$ cat config.mk
export PLATFORM = sky130hd
export DESIGN_NAME = hex_display_ctrl_flat
export DESIGN_NICKNAME = d
export VERILOG_FILES = /design/src/rtl/hex_display_ctrl_if.sv /design/src/rtl/hex_display_ctrl.sv /design/src/flat_wrapper.sv
export SDC_FILE = /design/constraint.sdc
export NUM_CORES = 1
export LEC_CHECK = 0
export ABC_AREA = 1
export CAP_MARGIN = 20
export CORE_UTILIZATION = 48
export CTS_CLUSTER_DIAMETER = 50
export DETAILED_ROUTE_END_ITERATION = 7
export GPL_ROUTABILITY_DRIVEN = 0
export MAX_ROUTING_LAYER = met4
export PLACE_DENSITY_LB_ADDON = 0.2
export SLEW_MARGIN = 25
export SYNTH_ARGS = -nofsm -noshare
export SYNTH_HDL_FRONTEND = slang
export SYNTH_SLANG_ARGS = --single-unit
$ cat constraint.sdc
create_clock -name clk -period 1.6 [get_ports clk]
set_input_delay 0.24 -clock clk [delete_from_list [all_inputs] [get_ports clk]]
set_output_delay 0.24 -clock clk [all_outputs]
set_load 0.01 [all_outputs]
$ cat src/rtl/hex_display_ctrl_if.sv
// Load request plus per-digit display fields between a datapath and hex_display_ctrl.
interface hex_display_ctrl_if #(
    parameter int DIGITS = 6,
    parameter int WIDTH  = 16
);
    logic                  load;
    logic [WIDTH-1:0]      value;
    logic                  signed_mode;
    logic                  hex_mode;
    logic [DIGITS-1:0]     dp_sel;
    logic                  busy;
    logic                  done;
    logic                  ovf;
    logic [4*DIGITS-1:0]   dig_num;
    logic [DIGITS-1:0]     dig_dec;
    logic [DIGITS-1:0]     dig_sign;
    logic [DIGITS-1:0]     dig_off;

    modport master (
        output load, value, signed_mode, hex_mode, dp_sel,
        input  busy, done, ovf, dig_num, dig_dec, dig_sign, dig_off
    );

    modport slave (
        input  load, value, signed_mode, hex_mode, dp_sel,
        output busy, done, ovf, dig_num, dig_dec, dig_sign, dig_off
    );
endinterface

$ cat src/rtl/hex_display_ctrl.sv
// Binary -> per-digit NUM/DEC/SIGN/OFF fields; decimal by one-bit-per-cycle double-dabble or raw hex.
// DONE two edges after acceptance (hex) or WIDTH+2 edges (decimal); LOAD ignored while a conversion is pending.
module hex_display_ctrl #(
    parameter int DIGITS = 6,
    parameter int WIDTH  = 16
) (
    input  logic          clk,
    input  logic          reset_n,
    hex_display_ctrl_if.slave bus
);
    localparam int BW = 4 * DIGITS;
    localparam int XW = (WIDTH > BW) ? WIDTH : BW;
    localparam int CW = $clog2(WIDTH + 1);

    typedef enum logic [1:0] {IDLE, CONV, FINAL} state_t;
    state_t state, state_nxt;

    logic              start;
    logic              hex_q;
    logic              neg;
    logic              ovf_acc;
    logic [CW-1:0]     cnt;
    logic [WIDTH-1:0]  mag;
    logic [BW-1:0]     bcd;
    logic [DIGITS-1:0] dp;

    logic [BW-1:0]     num_q;
    logic [DIGITS-1:0] dec_q, sign_q, off_q;
    logic              ovf_q, done_q;

    logic              accept;
    logic [XW-1:0]     value_ext;
    logic [WIDTH-1:0]  mag_in;
    logic [BW-1:0]     bcd_adj;

    logic [BW-1:0]     f_num;
    logic [DIGITS-1:0] f_dec, f_sign, f_off;
    logic              f_ovf;
    int                top;

    // A start flag separates acceptance from the first FSM step, so BUSY rises one edge after LOAD.
    assign accept    = (state == IDLE) && !start && bus.load;
    assign value_ext = XW'(bus.value);
    assign mag_in    = (bus.signed_mode && bus.value[WIDTH-1]) ? (~bus.value + 1'b1) : bus.value;

    always_ff @(posedge clk) begin
        if (!reset_n) state <= IDLE;
        else          state <= state_nxt;
    end

    always_comb begin
        state_nxt = state;
        case (state)
            IDLE:    if (start) state_nxt = hex_q ? FINAL : CONV;
            CONV:    if (cnt == CW'(WIDTH - 1)) state_nxt = FINAL;
            FINAL:   state_nxt = IDLE;
            default: state_nxt = IDLE;
        endcase
    end

    always_comb begin
        bcd_adj = bcd;
        for (int i = 0; i < DIGITS; i++) begin
            if (bcd[4*i +: 4] >= 4'd5) bcd_adj[4*i +: 4] = bcd[4*i +: 4] + 4'd3;
        end
    end

    // Highest shown digit is the highest nonzero digit or the highest decimal point, whichever is further left.
    always_comb begin
        top = 0;
        for (int i = 0; i < DIGITS; i++) begin
            if ((bcd[4*i +: 4] != 4'd0) || dp[i]) top = i;
        end
        f_ovf  = ovf_acc | (neg & (top == DIGITS - 1));
        f_num  = '0;
        f_dec  = '0;
        f_sign = '0;
        f_off  = '0;
        if (f_ovf) begin
            f_sign = '1;
        end else begin
            f_dec = dp;
            for (int i = 0; i < DIGITS; i++) begin
                if (i <= top)                    f_num[4*i +: 4] = bcd[4*i +: 4];
                else if (neg && (i == top + 1))  f_sign[i] = 1'b1;
                else                             f_off[i] = 1'b1;
            end
        end
    end

    always_ff @(posedge clk) begin
        if (!reset_n) begin
            start   <= 1'b0;
            hex_q   <= 1'b0;
            neg     <= 1'b0;
            ovf_acc <= 1'b0;
            cnt     <= '0;
            mag     <= '0;
            bcd     <= '0;
            dp      <= '0;
            num_q   <= '0;
            dec_q   <= '0;
            sign_q  <= '0;
            off_q   <= '1;
            ovf_q   <= 1'b0;
            done_q  <= 1'b0;
        end else begin
            done_q <= 1'b0;
            if (accept) begin
                start   <= 1'b1;
                hex_q   <= bus.hex_mode;
                neg     <= !bus.hex_mode && bus.signed_mode && bus.value[WIDTH-1];
                mag     <= mag_in;
                dp      <= bus.dp_sel;
                cnt     <= '0;
                bcd     <= bus.hex_mode ? value_ext[BW-1:0] : '0;
                ovf_acc <= bus.hex_mode ? |(value_ext >> BW) : 1'b0;
            end else if (state == IDLE && start) begin
                start <= 1'b0;
            end
            if (state == CONV) begin
                bcd <= {bcd_adj[BW-2:0], mag[WIDTH-1]};
                mag <= mag << 1;
                cnt <= cnt + 1'b1;
                if (bcd_adj[BW-1]) ovf_acc <= 1'b1;
            end
            if (state == FINAL) begin
                num_q  <= f_num;
                dec_q  <= f_dec;
                sign_q <= f_sign;
                off_q  <= f_off;
                ovf_q  <= f_ovf;
                done_q <= 1'b1;
            end
        end
    end

    assign bus.busy     = (state != IDLE);
    assign bus.done     = done_q;
    assign bus.ovf      = ovf_q;
    assign bus.dig_num  = num_q;
    assign bus.dig_dec  = dec_q;
    assign bus.dig_sign = sign_q;
    assign bus.dig_off  = off_q;
endmodule

$ cat src/flat_wrapper.sv
// flat-port wrapper written by rule: the top's interface ports become plain ports
module hex_display_ctrl_flat 
#(
    parameter int DIGITS = 6,
    parameter int WIDTH  = 16
)
  (clk, reset_n, bus_load, bus_value, bus_signed_mode, bus_hex_mode, bus_dp_sel, bus_busy, bus_done, bus_ovf, bus_dig_num, bus_dig_dec, bus_dig_sign, bus_dig_off);
  hex_display_ctrl_if #(.DIGITS(DIGITS), .WIDTH(WIDTH)) bus_i ();
  input  logic clk;
  input  logic reset_n;
  input wire logic [$bits(bus_i.load)-1:0] bus_load;
  input wire logic [$bits(bus_i.value)-1:0] bus_value;
  input wire logic [$bits(bus_i.signed_mode)-1:0] bus_signed_mode;
  input wire logic [$bits(bus_i.hex_mode)-1:0] bus_hex_mode;
  input wire logic [$bits(bus_i.dp_sel)-1:0] bus_dp_sel;
  output wire logic [$bits(bus_i.busy)-1:0] bus_busy;
  output wire logic [$bits(bus_i.done)-1:0] bus_done;
  output wire logic [$bits(bus_i.ovf)-1:0] bus_ovf;
  output wire logic [$bits(bus_i.dig_num)-1:0] bus_dig_num;
  output wire logic [$bits(bus_i.dig_dec)-1:0] bus_dig_dec;
  output wire logic [$bits(bus_i.dig_sign)-1:0] bus_dig_sign;
  output wire logic [$bits(bus_i.dig_off)-1:0] bus_dig_off;
  assign bus_i.load = bus_load;
  assign bus_i.value = bus_value;
  assign bus_i.signed_mode = bus_signed_mode;
  assign bus_i.hex_mode = bus_hex_mode;
  assign bus_i.dp_sel = bus_dp_sel;
  assign bus_busy = bus_i.busy;
  assign bus_done = bus_i.done;
  assign bus_ovf = bus_i.ovf;
  assign bus_dig_num = bus_i.dig_num;
  assign bus_dig_dec = bus_i.dig_dec;
  assign bus_dig_sign = bus_i.dig_sign;
  assign bus_dig_off = bus_i.dig_off;
  hex_display_ctrl #(.DIGITS(DIGITS), .WIDTH(WIDTH)) u_core (.clk(clk), .reset_n(reset_n), .bus(bus_i));
endmodule
# Word level (Yosys, flattened, before mapping)
# Cells that the tools add are included.
[word_totals]
regBits = 101
output_inout_bits = 45
wordCells = 146
[classes]
n_addsub = 9
n_lt_le_gt_ge = 12
n_eq_ne = 11
n_mux = 63
n_bitwise = 4
n_reduce_logical = 31
[op_table]
columns = ["operator", "n"]
rows = [
  ["$mux W24", 3],
  ["$eq A3 B32 Y1 const A", 2],
  ["$eq A4 B32 Y1 const A", 2],
  ["$mux W16", 4],
  ["$mux W4", 12],
  ["$eq A2 B32 Y1 const A", 1],
  ["$logic_not A32 Y1", 1],
  ["$mux W1", 31],
  ["$add A4 B2 Y4 const B", 6],
  ["$ge A4 B3 Y1 const B", 6],
  ["$reduce_bool A4 Y1", 5],
  ["$mux W6", 3],
  ["$add A16 B1 Y16 const B", 1],
  ["$not A16 Y16", 1],
  ["$logic_and A1 B1 Y1", 12],
  ["$mux W2", 5],
  ["$mux W5", 2],
  ["$le A1 B3 Y1 const A", 2],
  ["$le A2 B3 Y1 const A", 2],
  ["$le A3 B3 Y1 const A", 2],
  ["$mux W3", 2],
  ["$reduce_bool A2 Y1", 3],
  ["$add A5 B1 Y5 const B", 1],
  ["$eq A5 B4 Y1 const B", 1],
  ["14 further kinds", 20],
]

# Depth between registers and ports, before layout
# Gate-level depths: netlist (run 1).
[logic_depth]
word_depth = 13
depth_mapped = 11

# Worst setup path after synthesis (run 1)
# OpenSTA, ideal clock, no wires.
[synth_path]
path_type = "register -> register"
from = "register u_core.bcd[20]"
to = "register u_core.num_q[5], in the netlist u_core.bus.dig_num[5]"
arrival_time_ns = 1.288
t_required_ns = 1.468
path_slack_ns = 0.180
stages_incl_launch_ff = 10
path_buffers = 0
period_less_slack_ns = 1.420
cell_sequence = "dfxtp_1 > inv_1 > ha_1 > nand3_2 > nor2_2 > nand3_1 > nor2_1 > inv_1 > nand2_1 > a21oi_1"
[synth_between]
elab_chain_cells = 7
[synth_lines]
columns = ["item", "line", "rtl"]
rows = [
  ["start, declared", "hex_display_ctrl.sv:24", "logic [BW-1:0] bcd;"],
  ["start signal, assigned", "hex_display_ctrl.sv:116", "bcd <= bus.hex_mode ? value_ext[BW-1:0] : '0;"],
  ["start signal, assigned", "hex_display_ctrl.sv:122", "bcd <= {bcd_adj[BW-2:0], mag[WIDTH-1]};"],
  ["$reduce_bool A4 Y1 (*)", "hex_display_ctrl.sv:72", "if ((bcd[4*i +: 4] != 4'd0) || dp[i]) top = i;"],
  ["$logic_or A1 B1 Y1 (*)", "hex_display_ctrl.sv:72", ""],
  ["$mux W3 (*)", "hex_display_ctrl.sv:72", ""],
  ["branches (longest 3 deep; another with $le A1 B3 Y1)", "--", ""],
  ["$mux W24 (*)", "hex_display_ctrl.sv:79", "if (f_ovf) begin"],
  ["end signal, assigned", "hex_display_ctrl.sv:128", "num_q <= f_num;"],
  ["end, declared", "hex_display_ctrl.sv:27", "logic [BW-1:0] num_q;"],
]
# Every way passes the cells marked *.
# A chain may end at the register's enable or synchronous reset.

# Worst setup path after layout (run 1)
[layout_path]
from = "register u_core.num_q[8], in the netlist u_core.bus.dig_num[8]"
to = "output port bus_dig_num[8]"
[layout_lines]
columns = ["item", "line", "rtl"]
rows = [
  ["end, declared", "flat_wrapper.sv:19", "output wire logic [$bits(bus_i.dig_num)-1:0] bus_dig_num;"],
]
# No word-level cell between the ends.

==> metrics, run 1 <==
hpwl dp=9390 µm; Hold Startpoint=u_core.bus.dig_off[0]; share of async-settable or async-resettable flops after synthesis=0; Syn Nets=761; MaxCap Viol Count=0; initial antenna violation count=0; Reg2Reg Depth=9; synth cell count leaders=nand2_1, a21oi_1, dfxtp_1; Via density=5.28; Hold Path Class=flip-flop to flip-flop; final slew viol count=0; DRC=0; vias in the first global route=4734; TritonRoute pass-1 iters=6; Synth Area in Compound Gates=0.204; Clk pin slew, worst setup/hold paths=0.10 ns; pin count of the biggest net entering global routing=43; RR Startpoint=u_core.bcd[14]; worst-path maximum fanout=2; fraction of the yosys area taken by sequential cells=0.396; YS warnings=0; Row Count=37; RSZ-0062 raised after global routing=true; Max Freq=660 MHz; Unique masters post-synth=39; final clock skew=0.0104 ns; flop2flop setup slack=0.09 ns; Final Non-Filler Cells=961; status=finished clean; full die area=11100 µm²; Worst Path Buf+Inv=1; synth top area cells=dfxtp_1, nand2_1, a21oi_1; Die W=105 µm; first-pass GRT wire length=21300 µm; post-synthesis xor/xnor area fraction=0.0120; P&R area growth vs syn=29.6%; Worst EP required=1.36 ns; TritonCTS Buffers=9; Die Ht=105 µm; Clock Path Buffers=2; top-count cell post-synth=nand2_1; CP top delay family=buffers and inverters; worst path cell trace=clkdlybuf4s50_1; Initial Utilization=0.495; Avg Synthesized Cell Area=7.16 µm²; max incr delay on CP=0.54 ns; largest area contributor in the netlist=dfxtp_1; post-synth top area share=0.396; Leak=2.57 nW; I/O pins=72; Slowest cell on crit path=clkdlybuf4s50_1; Worst EP arrival=1.27 ns; aggregate global routing overflow=0; reg2reg end=u_core.bus.dig_num[4]; post-route cell area=6620 µm²; placed cell count=943; clock sink count=101; fin nets=867; WL/cell=13.6 µm; Clk Latency, worst-skew pair=0.37 ns; Hold Path Stages=2; Post-synth EDFFs=0; final worst-path cycle share=0.947; IO Port Bufs=71; mux share of post-synthesis cell area=0; Power Dens Cells=1010 nW/µm²; post-synthesis adder-cell area fraction=0.0490; flops & latches, synth=101; largest family of logic cells by synthesized area=simple AND/OR/NAND/NOR gates; Setup CP Type=flip-flop to output port; share of layout cells above drive strength 1=0.136; Total GRT Usage=0.244; clock root buffer=clkbuf_8; core box area=10300 µm²; WHS Endpoint=u_core.bus.dig_off[0]; relative slew slack=0.720; CP Capture Type=output port; DRT iter0 DRCs=310; CTS tree=built; CTS H-Tree Depth=3; Critical Path Start Type=flip-flop; Hold Fails Final Rpt=0; ANT nets after route=0; # diodes=0; Simple-Gate Fraction of Synth Area=0.239; drt total wl=13100 µm; synthesized cell area=5110 µm²; peak supply drop=0.606 mV; Slew @ Worst Pin=0.420 ns; fin crit period=1.51 ns; via count=5072; Area after DPL=6270 µm²; final setup fails=0; Cells after Synth=714; Main synth FF type=dfxtp_1
through the flow:
| step | utilization | hold WS, ns | TNS [ns] | power, mW | worst slack (ns) |
|---|---|---|---|---|---|
| after floorplan | - | 0.383 | 0 | 3.97 | 0.180 |
| after detailed placement | 0.608 | 0.436 | -1.30 | 4.60 | -0.250 |
| after global routing | 0.642 | 0.474 | -0.0990 | 7.02 | -0.0322 |
| final | 0.642 | 0.452 | 0 | 6.68 | 0.0851 |
| after CTS | 0.634 | 0.454 | 0 | 6.61 | 0.0222 |
| after global placement | 0.608 | 0.430 | -0.500 | 4.54 | -0.132 |
flip-flops by register name (all words and copies together) (netlist names):
name and flops:
u_core.start 1, u_core.neg 1, u_core.bcd 24, u_core.bus.ovf 1, u_core.bus.dig_dec 6, u_core.cnt 5
u_core.bus.dig_sign 6, u_core.bus.done 1, u_core.ovf_acc 1, u_core.dp 6, u_core.mag 16, u_core.state 2
u_core.bus.dig_off 6, u_core.bus.dig_num 24, u_core.hex_q 1
power breakdown:
group / internal [mW] / switching [mW] / total (mW) / leakage, nW
registers: 2.70 / 0.143 / 2.85 / 0.824
clock network: 1.13 / 0.895 / 2.02 / 0.126
logic: 0.736 / 1.07 / 1.81 / 1.62
worst min-delay path: cells and delay by family, from the launching register on:
kind,cells,cell delay (ns)
AND/OR/NAND/NOR,2,0.10
flip-flops,1,0.32
routing by layer:
layer	vias up	track usage	routed length, µm
li1	2565	-	-
met2	117	0.406	6300
met5	-	-	0
met3	21	0.0331	503
met4	0	0.0976	261
met1	2369	0.300	6000
cells in the final DEF (no fill, tap or decap), types with 19 or more instances in the layout:
| master | netlist | layout |
|---|---|---|
| inv_1 | 73 | 71 |
| nand3_1 | 56 | 55 |
| o21ai_0 | 52 | 52 |
| clkdlybuf4s50_1 | 0 | 70 |
| nor2_1 | 44 | 38 |
| a21oi_1 | 113 | 112 |
| dfxtp_1 | 101 | 97 |
| ha_1 | 20 | 19 |
| nand2_1 | 161 | 158 |
| buf_4 | 2 | 48 |
logic make-up after synthesis:
| kind of cell | Yosys count |
|---|---|
| AND/OR/NAND/NOR | 278 |
| AO/OA/AOI/OAI | 194 |
| buffers and inverters | 114 |
| flip-flops | 101 |
| adder cells (fa/ha/maj) | 20 |
| XOR/XNOR | 7 |
worst max-delay path by stage:
stage                                      from                     to  slack (ns)  depth (start not counted)
after global placement             bus_value[0]         u_core.mag[14]       -0.13                         10
after global routing             u_core.bcd[12]  u_core.bus.dig_num[4]       -0.03                         10
final                     u_core.bus.dig_num[8]         bus_dig_num[8]        0.09                          1
after detailed placement           bus_value[0]         u_core.mag[14]       -0.25                          9
after floorplan                  u_core.bcd[20]  u_core.bus.dig_num[5]        0.18                          9
after CTS                        u_core.bcd[20]  u_core.bus.dig_off[3]        0.02                          9
timing repair:
| action | in CTS | in global routing |
|---|---|---|
| gates cloned | 0 | 1 |
| setup buffers | 0 | 1 |
| hold buffers | 0 | 0 |
| gates resized for setup | 6 | 19 |
| pin swaps | 0 | 4 |
| setup endpoints to repair | 14 | 45 |
final cells by class:
type / count / area, µm²
Sequential cell: 101 / 2030
Inverter: 83 / 332
Multi-Input combinational cell: 499 / 2640
Timing Repair inverter: 1 / 8.76
Clock inverter: 5 / 106
Fill cell: 916 / 3700
Timing Repair Buffer: 125 / 1190
Tap cell: 136 / 170
Clock buffer: 11 / 151
Note: power is estimated with default switching activity, not from simulation.
==> run 2, diff against run 1 <==
- clock period: 1.6 -> 1.7 ns (I/O delays scaled with it)
==> metrics, run 2 (synthesized netlist as in run 1, its figures left out) <==
via count=5011 (-1.2%); peak supply drop=0.407 mV (-33%); WL/cell=13.5 µm (-1.1%); hpwl dp=9310 µm (-0.86%); Initial Utilization=0.495 (unchanged); Internal Pwr Total=4.02 mW (-12%); Hold Fails Final Rpt=0 (unchanged); CP Capture Type=flip-flop; MaxCap Viol Count=0 (unchanged); ANT nets after route=0 (unchanged); Flop pwr share=0.450 (+0.024); WHS Endpoint=u_core.bus.dig_dec[4]; initial antenna violation count=0 (unchanged); TritonRoute pass-1 iters=5 (-1); Setup CP Type=flip-flop to flip-flop; final worst-path cycle share=0.968; worst-path maximum fanout=6 (+4); DRT iter0 DRCs=299 (-3.5%); Worst EP arrival=1.92 ns (+0.65 ns); Hold Startpoint=u_core.dp[4]; Clk Latency, worst-skew pair=0.38 ns (about the same); flop2flop setup slack=0.05 ns (-0.03 ns); Slew @ Worst Pin=0.408 ns (-0.0118 ns); Setup Total Neg Slack=0 ns (unchanged); IO Port Bufs=71 (unchanged); fin nets=857 (-1.2%); CTS tree=built; aggregate global routing overflow=0 (unchanged); core box area=10300 µm² (unchanged); Die W=105 µm (unchanged); fin crit period=1.65 ns; clock root buffer=clkbuf_8; Hold Path Stages=2 (unchanged); Worst EP required=1.97 ns (+0.61 ns); clock sink count=101 (unchanged); TritonCTS Buffers=9 (unchanged); pin count of the biggest net entering global routing=34 (-21%); Post-Place Setup Slack=-0.132 ns (+0.118 ns); I/O pins=72 (unchanged); Hold Buf Count CTS=0 (unchanged); Clk pin slew, worst setup/hold paths=0.10 ns (about the same); Total GRT Usage=0.244 (-0.000378); final setup fails=0 (unchanged); final slew viol count=0 (unchanged); most common cell after layout, fill and taps aside=nand2_1; sw frac=0.325 (+0.00843); Max Freq=608 MHz; P&R area growth vs syn=25.8%; first-pass GRT wire length=21200 µm (-0.71%); crit path from=u_core.bcd[17]; highest-count cells in the layout ignoring fill and taps=nand2_1, a21oi_1, dfxtp_1, inv_1, clkdlybuf4s50_1; Critical Path Start Type=flip-flop; Leak=2.49 nW (-3.2%); Row Count=37 (unchanged); Power Dens Cells=926 nW/µm² (-8.2%); relative slew slack=0.727 (+0.00789); Setup WS post-layout=0.0543 ns (-0.0307 ns); DRC=0 (unchanged); Die Ht=105 µm (unchanged); reg2reg end=u_core.bus.dig_num[5]; drt total wl=12800 µm (-2.1%); status=finished clean; Via density=5.27 (-0.16%); CTS H-Tree Depth=3 (unchanged); # diodes=0 (unchanged); Switch Pwr=1.93 mW (-8.5%); Pwr Total=5.96 mW (-11%); clock power share=0.288 (-0.015); Reg2Reg Depth=9 (unchanged); vias in the first global route=4701 (-0.70%); final clock skew=0.00932 ns (-0.00105 ns); Clock Path Buffers=2 (unchanged); RR Startpoint=u_core.bcd[17]; share of layout cells above drive strength 1=0.113 (-0.0229); Hold Path Class=flip-flop to flip-flop; full die area=11100 µm² (unchanged); combinational share of power=0.262 (-0.009)
run 2: cell count changes in the layout (fill, tap and decap cells not counted), moves of 2 or more:
cell	delta
clkinv_2	+2
nand2_1	+3
nand2_2	-3
buf_12	-3
nor2_4	-2
nor2_2	-2
buf_4	-6
nor2_1	+4
run 2: what timing repair did:
| action | CTS | global route |
|---|---|---|
| gates resized for setup | 3 | 10 |
| endpoints found under the setup margin | 1 | 38 |
| pin swaps | 0 | 2 |
| setup buffers | 0 | 1 |
run 2: worst max-delay path, cell delays in order, from the launching register on:
cell	delay [ns]
dfxtp_1	0.34
inv_1	0.14
ha_1	0.16
nand3_1	0.18
nor2_4	0.19
nand3_1	0.13
nor2_2	0.18
inv_1	0.08
nand2_1	0.08
a21oi_1	0.06
run 2: how the worst max path moves through the flow:
| stage | end | slack [ns] | cells past startpoint |
|---|---|---|---|
| CTS | u_core.bus.dig_num[5] | 0.02 | 9 |
| detailed placement | u_core.mag[14] | -0.13 | 9 |
| global placement | u_core.mag[14] | -0.04 | 10 |
| global route | u_core.bus.dig_num[5] | -0.08 | 9 |
| floorplan | u_core.bus.dig_num[5] | 0.28 | 9 |
| finish | u_core.bus.dig_num[5] | 0.05 | 9 |
run 2: power by group through the flow:
stage | combinational [mW] | sequential (mW) | clock, mW
floorplan | 1.02 | 2.72 | 0
global placement | 1.50 | 2.72 | 0
detailed placement | 1.53 | 2.73 | 0
CTS | 1.53 | 2.67 | 1.75
global route | 1.74 | 2.70 | 1.83
finish | 1.56 | 2.68 | 1.72
run 2: final cells by class:
| cell class | instances | area (µm²) |
|---|---|---|
| multi-input cells | 499 | 2590 |
| repair buffers | 116 | 1080 |
| clock buffers | 10 | 138 |
| fillers | 935 | 3890 |
| clock inverters | 6 | 86.3 |
| inverters | 83 | 332 |
| flip-flops and latches | 101 | 2030 |
| well taps | 136 | 170 |
run 2: per-stage QoR:
stage | instances | area [µm²] | utilization | hold WS, ns
finish | 951 | 6430 | 0.623 | 0.457
global route | 951 | 6430 | 0.623 | 0.484
CTS | 950 | 6390 | 0.619 | 0.458
detailed placement | 934 | 6170 | 0.597 | 0.451
global placement | 934 | 6170 | 0.597 | 0.431
floorplan | 714 | 5110 | - | 0.398
run 2: metal layers:
layer / GRT usage / vias up / routed length (µm)
li1: - / 2549 / -
met1: 0.298 / 2310 / 5880
met3: 0.0250 / 17 / 535
met4: 0.104 / 0 / 237
met5: - / - / 0
met2: 0.410 / 135 / 6140
==> run 3, diff against run 2 <==
- CORE_UTILIZATION: 48 -> 55
- PLACE_DENSITY_LB_ADDON: 0.2 -> 0.3
==> metrics, run 3 (synthesized netlist as in run 1, its figures left out) <==
final clock skew=0.0129 ns (+0.00356 ns); Hold Worst Slack=0.464 ns (+0.00777 ns); peak supply drop=0.591 mV (+45%); Clock Path Buffers=2 (unchanged); IO Port Bufs=71 (unchanged); Setup CP Type=flip-flop to flip-flop; worst-path maximum fanout=6 (unchanged); ANT nets after route=0 (unchanged); WL/cell=14.6 µm (+8.9%); crit path from=u_core.bcd[20]; fin nets=849 (-0.93%); highest-count cells in the layout ignoring fill and taps=nand2_1, a21oi_1, dfxtp_1, inv_1, clkdlybuf4s50_1; Max Freq=619 MHz (+1.9%); Die W=98.4 µm (-6.5%); metal2 WL=6930 µm (+13%); met3 WL=757 µm (+41%); Row Count=34 (-8.1%); most common cell after layout, fill and taps aside=nand2_1; full die area=9680 µm² (-12%); pin count of the biggest net entering global routing=34 (unchanged); via count=5220 (+4.2%); P&R area growth vs syn=24.6%; Leak=2.46 nW (-1.0%); relative slew slack=0.722 (-0.00525); Hold Buf Count CTS=0 (unchanged); vias in the first global route=4946 (+5.2%); CTS tree=built; CP Capture Type=flip-flop; clock root buffer=clkbuf_8; I/O pins=72 (unchanged); initial antenna violation count=0 (unchanged); Total GRT Usage=0.288 (+0.0442); Met1 Routed Length=5520 µm (-6.2%); max layer used=met4; fin crit period=1.62 ns (-0.0304 ns); clock sink count=101 (unchanged); TritonRoute pass-1 iters=8 (+3); DRC=6 (+6); core box area=8850 µm² (-14%); Worst EP arrival=1.88 ns (-0.04 ns); final slew viol count=0 (unchanged); Initial Utilization=0.578 (+0.0825); Critical Path Start Type=flip-flop; CTS H-Tree Depth=3 (unchanged); hpwl dp=9580 µm (+2.8%); Clk Latency, worst-skew pair=0.37 ns (about the same); TritonCTS Buffers=9 (unchanged); Die Ht=98.4 µm (-6.5%); Clk pin slew, worst setup/hold paths=0.11 ns (about the same); # diodes=0 (unchanged); final setup fails=0 (unchanged); share of layout cells above drive strength 1=0.107 (-0.00632); MaxCap Viol Count=0 (unchanged); final worst-path cycle share=0.950 (-0.0179); Hold Fails Final Rpt=0 (unchanged); aggregate global routing overflow=0 (unchanged); RR Startpoint=u_core.bcd[20]; Via density=5.70 (+8.3%); first-pass GRT wire length=22000 µm (+3.7%); DRT iter0 DRCs=271 (-9.4%); failing checks=DRC; Power Dens Cells=967 nW/µm² (+4.4%); Worst EP required=1.97 ns (about the same); Hold Path Class=flip-flop to flip-flop; Slew @ Worst Pin=0.416 ns (+0.00786 ns); Setup Total Neg Slack=0 ns (unchanged); Hold Startpoint=u_core.dp[5]; status=complete, but fails checks; drt total wl=13400 µm (+4.8%)
[run 3: metrics by stage]
| step | setup WS [ns] | cell area (µm²) | cells | util | total power, mW |
|---|---|---|---|---|---|
| 6_report | 0.0847 | 6370 | 915 | 0.720 | 6.16 |
| 3_5_place_dp | -0.112 | 6050 | 897 | 0.684 | 4.21 |
| 3_3_place_gp | -0.0901 | 6050 | 897 | 0.684 | 4.14 |
| 2_1_floorplan | 0.280 | 5110 | 714 | - | 3.74 |
| 4_1_cts | 0.00361 | 6310 | 913 | 0.713 | 6.10 |
| 5_1_grt | -0.0170 | 6370 | 915 | 0.720 | 6.42 |
[run 3: worst max-delay path: stages, from the launching register on]
cell and delay, ns:
dfxtp_1 0.33, inv_1 0.10, ha_2 0.21, nand3_4 0.14
nor2_4 0.20, nand3_1 0.10, nor2_2 0.16, inv_1 0.08
nand2_1 0.10, a21oi_1 0.07
[run 3: layout make-up]
| type | instances | area [µm²] |
|---|---|---|
| fillers | 729 | 2480 |
| multi-input cells | 499 | 2610 |
| well taps | 108 | 135 |
| clock inverters | 7 | 128 |
| inverters | 83 | 332 |
| flip-flops and latches | 101 | 2030 |
| repair buffers | 108 | 1010 |
| clock buffers | 9 | 124 |
[run 3: worst paths after layout]
check | to | slack, ns | cells past startpoint
worst max-delay path | u_core.bus.dig_num[4] | 0.08 | 9
worst min-delay path | u_core.bus.dig_dec[5] | 0.46 | 2
worst max register to register | u_core.bus.dig_num[4] | 0.08 | 9
worst min register to register | u_core.bus.dig_dec[5] | 0.46 | 2
[run 3: what timing repair did]
action,CTS,global route
gates cloned,0,0
pin swaps,0,2
setup endpoints to repair,4,38
resized for setup,4,12
buffers inserted,0,2
[run 3: routing by layer]
layer	vias to the layer above	track usage
li1	2527	-
met1	2473	0.334
met2	199	0.512
met3	21	0.0358
met4	0	0.101
met5	-	-
[run 3: power breakdown]
part           internal [mW]  total (mW)  switching (mW)
logic                  0.586        1.58           0.993
registers               2.55        2.69           0.143
clock network           1.00        1.89           0.890
total                   4.13        6.16            2.03
